File: src/rtl/nn_rf_pkg.sv
// nn_rf_pkg: shared defaults, clear-sweep states and address range check for nn_regfile_v2
package nn_rf_pkg;
   localparam int DATA_W_DEF = 32;
   localparam int ADDR_W_DEF = 5;
   typedef enum logic {RF_CLEAR, RF_READY} rf_state_t;
   function automatic logic rf_addr_valid(input logic [31:0] addr, input int depth);
      return addr < 32'(depth);
   endfunction
endpackage

File: src/rtl/nn_regfile_v2_if.sv
// nn_regfile_v2_if: read, write, reservation and status signals between pipeline and register file
interface nn_regfile_v2_if
   import nn_rf_pkg::*;
#(
   parameter int DATA_W = DATA_W_DEF,
   parameter int ADDR_W = ADDR_W_DEF
);
   logic              clr_req, ready, wr_conflict;
   logic [ADDR_W-1:0] rd_addr1, rd_addr2;
   logic [DATA_W-1:0] rd_data1, rd_data2;
   logic              rd_busy1, rd_busy2;
   logic              wr0_en, wr1_en, rsv_en;
   logic [ADDR_W-1:0] wr0_addr, wr1_addr, rsv_addr;
   logic [DATA_W-1:0] wr0_data, wr1_data;
   modport master (
      output clr_req, rd_addr1, rd_addr2, wr0_en, wr0_addr, wr0_data,
             wr1_en, wr1_addr, wr1_data, rsv_en, rsv_addr,
      input  ready, rd_data1, rd_data2, rd_busy1, rd_busy2, wr_conflict
   );
   modport slave (
      input  clr_req, rd_addr1, rd_addr2, wr0_en, wr0_addr, wr0_data,
             wr1_en, wr1_addr, wr1_data, rsv_en, rsv_addr,
      output ready, rd_data1, rd_data2, rd_busy1, rd_busy2, wr_conflict
   );
endinterface

File: src/rtl/nn_rf_scoreboard.sv
// nn_rf_scoreboard: per-entry pending bits for multi-cycle results, with flush and busy lookup
module nn_rf_scoreboard #(
   parameter int ADDR_W = 5,
   parameter int DEPTH  = 32,
   parameter bit BYPASS = 1'b1
) (
   input  logic                   clk,
   input  logic                   rst_n,
   input  logic                   flush,
   input  logic                   set_en,
   input  logic [ADDR_W-1:0]      set_addr,
   input  logic                   clr0_en,
   input  logic [ADDR_W-1:0]      clr0_addr,
   input  logic                   clr1_en,
   input  logic [ADDR_W-1:0]      clr1_addr,
   input  logic [1:0][ADDR_W-1:0] look_addr,
   output logic [1:0]             busy
);
   logic [DEPTH-1:0] pending, pending_nxt;
   // writebacks clear their entry, then a reservation sets its entry so set wins on overlap
   always_comb begin
      pending_nxt = pending;
      if (clr0_en) pending_nxt[clr0_addr] = 1'b0;
      if (clr1_en) pending_nxt[clr1_addr] = 1'b0;
      if (set_en) pending_nxt[set_addr] = 1'b1;
   end
   // pending register, emptied by reset or a clear request
   always_ff @(posedge clk)
      pending <= (!rst_n || flush) ? '0 : pending_nxt;
   // a same-cycle writeback hides the stale pending bit unless the entry is re-reserved too
   always_comb
      for (int i = 0; i < 2; i++)
         busy[i] = (BYPASS && ((clr0_en && clr0_addr == look_addr[i]) || (clr1_en && clr1_addr == look_addr[i])))
                 ? (set_en && set_addr == look_addr[i]) : pending[look_addr[i]];
endmodule

File: src/rtl/nn_regfile_v2.sv
// nn_regfile_v2: 2R/2W register file with clear sweep, zero register, write bypass and pending scoreboard
module nn_regfile_v2
   import nn_rf_pkg::*;
#(
   parameter int DATA_W   = DATA_W_DEF,
   parameter int ADDR_W   = ADDR_W_DEF,
   parameter int DEPTH    = 1 << ADDR_W,
   parameter bit ZERO_REG = 1'b1,
   parameter bit BYPASS   = 1'b1
) (
   input logic            clk,
   input logic            rst_n,
   nn_regfile_v2_if.slave bus
);
   function automatic logic usable(input logic [ADDR_W-1:0] a);
      return rf_addr_valid(32'(a), DEPTH) && !(ZERO_REG && a == '0);
   endfunction
   rf_state_t                state, state_nxt;
   logic [ADDR_W-1:0]        clr_ptr, clr_ptr_nxt;
   logic [DATA_W-1:0]        mem [DEPTH];
   logic                     ready, sweep_last, wr_act, w0_ok, w1_ok, rsv_ok, conflict_q;
   logic [1:0][ADDR_W-1:0]   ra;
   logic [1:0][DATA_W-1:0]   rd;
   logic [1:0]               sb_busy;
   assign ready      = state == RF_READY;
   assign sweep_last = clr_ptr == ADDR_W'(DEPTH - 1);
   assign wr_act     = ready && !bus.clr_req;
   assign w0_ok      = wr_act && bus.wr0_en && usable(bus.wr0_addr);
   assign w1_ok      = wr_act && bus.wr1_en && usable(bus.wr1_addr);
   assign rsv_ok     = wr_act && bus.rsv_en && usable(bus.rsv_addr);
   assign ra         = {bus.rd_addr2, bus.rd_addr1};
   // sweep walks every entry then opens the file; a clear request restarts the sweep
   always_comb begin
      state_nxt   = state;
      clr_ptr_nxt = clr_ptr;
      if (!ready) begin
         state_nxt   = sweep_last ? RF_READY : RF_CLEAR;
         clr_ptr_nxt = sweep_last ? '0 : clr_ptr + 1'b1;
      end else if (bus.clr_req) begin
         state_nxt   = RF_CLEAR;
         clr_ptr_nxt = '0;
      end
   end
   // state, sweep pointer and one-cycle conflict flag
   always_ff @(posedge clk) begin
      state      <= !rst_n ? RF_CLEAR : state_nxt;
      clr_ptr    <= !rst_n ? '0 : clr_ptr_nxt;
      conflict_q <= rst_n && w0_ok && w1_ok && bus.wr0_addr == bus.wr1_addr;
   end
   // sweep zeroes one entry per clock; port 1 commits last so it wins a shared address
   always_ff @(posedge clk)
      if (rst_n) begin
         if (!ready) mem[clr_ptr] <= '0;
         else begin
            if (w0_ok) mem[bus.wr0_addr] <= bus.wr0_data;
            if (w1_ok) mem[bus.wr1_addr] <= bus.wr1_data;
         end
      end
   // combinational read with optional forwarding of this cycle's write data, port 1 first
   always_comb
      for (int i = 0; i < 2; i++)
         rd[i] = (!ready || !usable(ra[i])) ? '0
               : (BYPASS && w1_ok && bus.wr1_addr == ra[i]) ? bus.wr1_data
               : (BYPASS && w0_ok && bus.wr0_addr == ra[i]) ? bus.wr0_data
               : mem[ra[i]];
   nn_rf_scoreboard #(.ADDR_W(ADDR_W), .DEPTH(DEPTH), .BYPASS(BYPASS)) u_sb (
      .clk(clk),
      .rst_n(rst_n),
      .flush(ready && bus.clr_req),
      .set_en(rsv_ok),
      .set_addr(bus.rsv_addr),
      .clr0_en(w0_ok),
      .clr0_addr(bus.wr0_addr),
      .clr1_en(w1_ok),
      .clr1_addr(bus.wr1_addr),
      .look_addr(ra),
      .busy(sb_busy)
   );
   assign bus.ready       = ready;
   assign bus.wr_conflict = conflict_q;
   assign bus.rd_data1    = rd[0];
   assign bus.rd_data2    = rd[1];
   assign bus.rd_busy1    = ready && usable(ra[0]) && sb_busy[0];
   assign bus.rd_busy2    = ready && usable(ra[1]) && sb_busy[1];
endmodule

File: src/flat_wrapper.sv
// flat-port wrapper written by rule: the top's interface ports become plain ports
module nn_regfile_v2_flat import nn_rf_pkg::*;
#(
   parameter int DATA_W   = DATA_W_DEF,
   parameter int ADDR_W   = ADDR_W_DEF,
   parameter int DEPTH    = 1 << ADDR_W,
   parameter bit ZERO_REG = 1'b1,
   parameter bit BYPASS   = 1'b1
)
  (clk, rst_n, bus_clr_req, bus_rd_addr1, bus_rd_addr2, bus_wr0_en, bus_wr0_addr, bus_wr0_data, bus_wr1_en, bus_wr1_addr, bus_wr1_data, bus_rsv_en, bus_rsv_addr, bus_ready, bus_rd_data1, bus_rd_data2, bus_rd_busy1, bus_rd_busy2, bus_wr_conflict);
  nn_regfile_v2_if #(.DATA_W(DATA_W), .ADDR_W(ADDR_W)) bus_i ();
  input logic clk;
  input logic rst_n;
  input wire logic [$bits(bus_i.clr_req)-1:0] bus_clr_req;
  input wire logic [$bits(bus_i.rd_addr1)-1:0] bus_rd_addr1;
  input wire logic [$bits(bus_i.rd_addr2)-1:0] bus_rd_addr2;
  input wire logic [$bits(bus_i.wr0_en)-1:0] bus_wr0_en;
  input wire logic [$bits(bus_i.wr0_addr)-1:0] bus_wr0_addr;
  input wire logic [$bits(bus_i.wr0_data)-1:0] bus_wr0_data;
  input wire logic [$bits(bus_i.wr1_en)-1:0] bus_wr1_en;
  input wire logic [$bits(bus_i.wr1_addr)-1:0] bus_wr1_addr;
  input wire logic [$bits(bus_i.wr1_data)-1:0] bus_wr1_data;
  input wire logic [$bits(bus_i.rsv_en)-1:0] bus_rsv_en;
  input wire logic [$bits(bus_i.rsv_addr)-1:0] bus_rsv_addr;
  output wire logic [$bits(bus_i.ready)-1:0] bus_ready;
  output wire logic [$bits(bus_i.rd_data1)-1:0] bus_rd_data1;
  output wire logic [$bits(bus_i.rd_data2)-1:0] bus_rd_data2;
  output wire logic [$bits(bus_i.rd_busy1)-1:0] bus_rd_busy1;
  output wire logic [$bits(bus_i.rd_busy2)-1:0] bus_rd_busy2;
  output wire logic [$bits(bus_i.wr_conflict)-1:0] bus_wr_conflict;
  assign bus_i.clr_req = bus_clr_req;
  assign bus_i.rd_addr1 = bus_rd_addr1;
  assign bus_i.rd_addr2 = bus_rd_addr2;
  assign bus_i.wr0_en = bus_wr0_en;
  assign bus_i.wr0_addr = bus_wr0_addr;
  assign bus_i.wr0_data = bus_wr0_data;
  assign bus_i.wr1_en = bus_wr1_en;
  assign bus_i.wr1_addr = bus_wr1_addr;
  assign bus_i.wr1_data = bus_wr1_data;
  assign bus_i.rsv_en = bus_rsv_en;
  assign bus_i.rsv_addr = bus_rsv_addr;
  assign bus_ready = bus_i.ready;
  assign bus_rd_data1 = bus_i.rd_data1;
  assign bus_rd_data2 = bus_i.rd_data2;
  assign bus_rd_busy1 = bus_i.rd_busy1;
  assign bus_rd_busy2 = bus_i.rd_busy2;
  assign bus_wr_conflict = bus_i.wr_conflict;
  nn_regfile_v2 #(.DATA_W(DATA_W), .ADDR_W(ADDR_W), .DEPTH(DEPTH), .ZERO_REG(ZERO_REG), .BYPASS(BYPASS)) u_core (.clk(clk), .rst_n(rst_n), .bus(bus_i));
endmodule
File: config.mk
export PLATFORM = sky130hd
export DESIGN_NAME = nn_regfile_v2_flat
export DESIGN_NICKNAME = d
export VERILOG_FILES = /design/src/rtl/nn_rf_pkg.sv /design/src/rtl/nn_regfile_v2_if.sv /design/src/rtl/nn_rf_scoreboard.sv /design/src/rtl/nn_regfile_v2.sv /design/src/flat_wrapper.sv
export SDC_FILE = /design/constraint.sdc
export NUM_CORES = 2
export LEC_CHECK = 0
export CAP_MARGIN = 20
export CORE_MARGIN = 3
export CORE_UTILIZATION = 40
export DETAILED_ROUTE_END_ITERATION = 6
export HOLD_SLACK_MARGIN = 0.05
export PLACE_DENSITY = 0.55
export SLEW_MARGIN = 10
export SYNTH_ARGS = -nofsm -noshare
export SYNTH_HDL_FRONTEND = slang
export SYNTH_HIERARCHICAL = 1
export SYNTH_SLANG_ARGS = --single-unit
File: constraint.sdc
create_clock -name clk -period 11.3 [get_ports clk]
set_input_delay 3.39 -clock clk [delete_from_list [all_inputs] [get_ports clk]]
set_output_delay 3.39 -clock clk [all_outputs]
set_load 0.05 [all_outputs]
==> impl_metrics.toml <==
[sta]
tns_ns = 0
tightestPinTransition_ns = 1.35
layout_min_cycle_time_ns = 10.57
slew_viol_final = 0
fin_crit_sh_pct = 93.5
setup_violations = 0
rsz0062_at_grt = "false"
hold_violations = 0
fmax_ghz = 0.0946
hold_ws_ns = 0.536
skew_ns = 0.0535
max_slew_margin_pct = 9.98

[logic_synthesis]
yosys_warnings = 6
yosys.cell_types.count = 73
syn_avg_cell_area_um2 = 10.5
async_flop_share_pct = 0
ys.flop_type = "edfxtp_1"
yosys_register_bits = 1063
synth_top_area_share_pct = 48.6
synthCells = 6049
syn_nets = 6146
synthTopCellsByArea = "edfxtp_1 49%, mux2i_1 9.5%, o21ai_0 8.1%"
synth_top_area_cell = "edfxtp_1"
yosysSeqAreaShare_pct = 49.8
syn_area_um2 = 63300
synth-edff-count = 1024

[cells_and_area]
fin_area_um2 = 70700
mostFrequentLayoutCells = "1177 x nand2_1, 1024 x edfxtp_1, 1023 x o21ai_0, 600 x mux2i_1, 250 x o22ai_1"
utilization_pct = 45.1
syn2layout_area_growth_pct = 11.7
final_common_cell = "nand2_1"
nNetsFinal = 5922
layout-drive-gt1-share_pct = 13.7

[drt]
detail_route.first_pass.iterations = 6
viasPerCell = 6.46
vias = 51563
drt_iter0_markers = 7416
wire_per_inst_um = 32.9
drt_wl_total_um = 262000
ant_nets = 0
drc = 0

[setup_path]
worstPathRequired_ns = 7.91
crit_slowest_cell = "clkdlybuf4s50_1"
cp_slowest_stage_delay_ns = 0.81
cp-end-kind = "output port"
startpoint_type = "input port"
cp_cell_sequence = "clkdlybuf4s50_1 -> nor4_4 -> a21oi_1 -> nand3_2 -> buf_4 -> nor2_1 -> o31ai_1 -> buf_4 -> buf_4"
r2r-start = "u_core/bus.ready$_SDFF_PN0_"
r2r_cells = 7
cp.arrival_ns = 7.18
r2r_slack_ns = 6.43
worst_path_most_repeated_cell = "buf_4"
worstReg2RegEnd = "u_core/mem[3][13]$_DFFE_PP_"
critPathMaxFanout = 19
critPathKind = "in -> out"

[floorplan]
die_w_um = 404
die_area_um2 = 163000
fp-row-count = 145
core_um2 = 157000
die_h_um = 404
ioPinCount = 163
initial_core_util_pct = 40.4

[power_and_ir_drop]
combPwrFrac_pct = 8.5
swShare_pct = 24.8
p_switching_mw = 2.19
p_per_area_nw_per_um2 = 125
power_mw = 8.81
p_int_mw = 6.63
seq_power_share_pct = 48.7
p_clk_share_pct = 42.9
leakagePower_nw = 23.9
peakVddDrop_v = 0.000124

[worst_hold_path]
whs_path_depth = 2
min-delay-start = "u_core/u_sb/pending[0]$_SDFF_PP0_"
hold_path_class = "reg -> reg"
min_to = "u_core/u_sb/pending[0]$_SDFF_PP0_"

[global_routing]
antenna_found_initial = 7
grt_pass1_wl_um = 367000
grt_max_degree = 89
grtUsageTotal_pct = 31.4
grt_pass1_vias = 48403
grt-ovfl-total = 0

[clocking]
cts_buffers = 119
postCtsSetupBuffers = 0
hold_buffers = 0
clock_path_buffers = 3
cts_root_buffer = "clkbuf_16"
clk_pin_slew_ns = 0.06
h-tree-depth = 3
cts_sinks = 1063
post_cts_resized = 0
insertion_delay_ns = 0.77
cts_tree = "yes"

[placed_design]
dp_hpwl_um = 152000
port_buffers = 162
gp_routability_congestion = 0.883
postPlaceCellArea_um2 = 66900

[job]
maxCapViolCount = 0

[run_status]
outcome = "finished, final reports clean"
-- final cells by class --
| cell class | count | area (um^2) |
|---|---|---|
| diodes | 4 | 10.0 |
| multi-input cells | 4226 | 29200 |
| fillers | 14442 | 86000 |
| inverters | 39 | 146 |
| flip-flops and latches | 1063 | 31500 |
| clock inverters | 58 | 467 |
| repair buffers | 376 | 3600 |
| clock buffers | 160 | 3170 |
| well taps | 2058 | 2570 |
-- kinds of logic (layout without fill, tap and decap cells) --
| logic type | after synthesis | in the layout | share of synthesized area (%) |
|---|---|---|---|
| compound gates | 1672 | 1672 | 15.1 |
| simple gates | 1632 | 1632 | 11.2 |
| flops | 1063 | 1063 | 49.8 |
| mux | 865 | 865 | 17.7 |
| buf+inv | 760 | 633 | 5.38 |
| xor+xnor | 55 | 55 | 0.773 |
| fa+ha+maj | 2 | 2 | 0.0395 |
| other cells | 0 | 4 | 0 |
-- synthesized netlist by cell type, drive strengths merged, types with 39 or more instances --
cell type  count
dfxtp         39
edfxtp      1024
xor2          42
nor3          46
a22oi        105
mux2          65
mux2i        601
o21ai       1060
nand2       1179
mux4         199
a21oi         46
nor2         177
clkbuf       445
buf          276
o22ai        281
-- worst max path at each step --
| stage | endpoint | from | slack [ns] | cells after the start |
|---|---|---|---|---|
| CTS | bus_rd_data2[2] | bus_wr0_addr[3] | 0.85 | 9 |
| finish | bus_rd_data2[2] | bus_wr0_addr[3] | 0.73 | 9 |
| detailed placement | bus_rd_data2[2] | bus_wr0_addr[3] | 0.89 | 9 |
| floorplan | bus_rd_data2[10] | bus_wr1_addr[1] | 1.98 | 9 |
| global placement | bus_rd_data2[2] | bus_wr0_addr[3] | 0.93 | 9 |
| global route | bus_rd_data2[2] | bus_wr0_addr[3] | 0.72 | 9 |
-- metrics by stage --
step / setup WS (ns) / std cells
3_5_place_dp: 0.887 / 7749
3_3_place_gp: 0.927 / 7741
2_1_floorplan: 1.98 / 6049
6_report: 0.730 / 7984
4_1_cts: 0.854 / 7967
5_1_grt: 0.719 / 7982
-- state kept, by name, indices dropped and copies added, names as in the netlist --
| register | cells |
|---|---|
| u_core/bus.wr_conflict | 1 |
| u_core/bus.ready | 1 |
| u_core/mem | 1024 |
| u_core/clr_ptr | 5 |
| u_core/u_sb/pending | 32 |
-- power groups by stage --
stage          clock, mW  sequential [mW]  combinational, mW
2_1_floorplan          0             4.37              0.437
3_3_place_gp           0             4.37              0.726
3_5_place_dp           0             4.37              0.728
4_1_cts             3.81             4.29              0.731
5_1_grt             3.96             4.29              0.764
6_report            3.78             4.29              0.748
-- worst max-delay path: cells and delay by family --
kind / cells / cell delay, ns
buffers and inverters: 4 / 1.74
AND/OR/NAND/NOR: 3 / 1.26
AO/OA/AOI/OAI: 2 / 0.75
-- per-layer routing --
| metal | up-vias | GRT usage, % | part of all wire [%] |
|---|---|---|---|
| met2 | 3367 | 48.5 | 45 |
| met1 | 25396 | 42.0 | 38 |
| li1 | 22088 | - | - |
| met3 | 710 | 5.53 | 10 |
| met4 | 2 | 17.2 | 6.2 |
| met5 | - | 0 | 0.0050 |
Note: power is estimated with default switching activity, not from simulation.
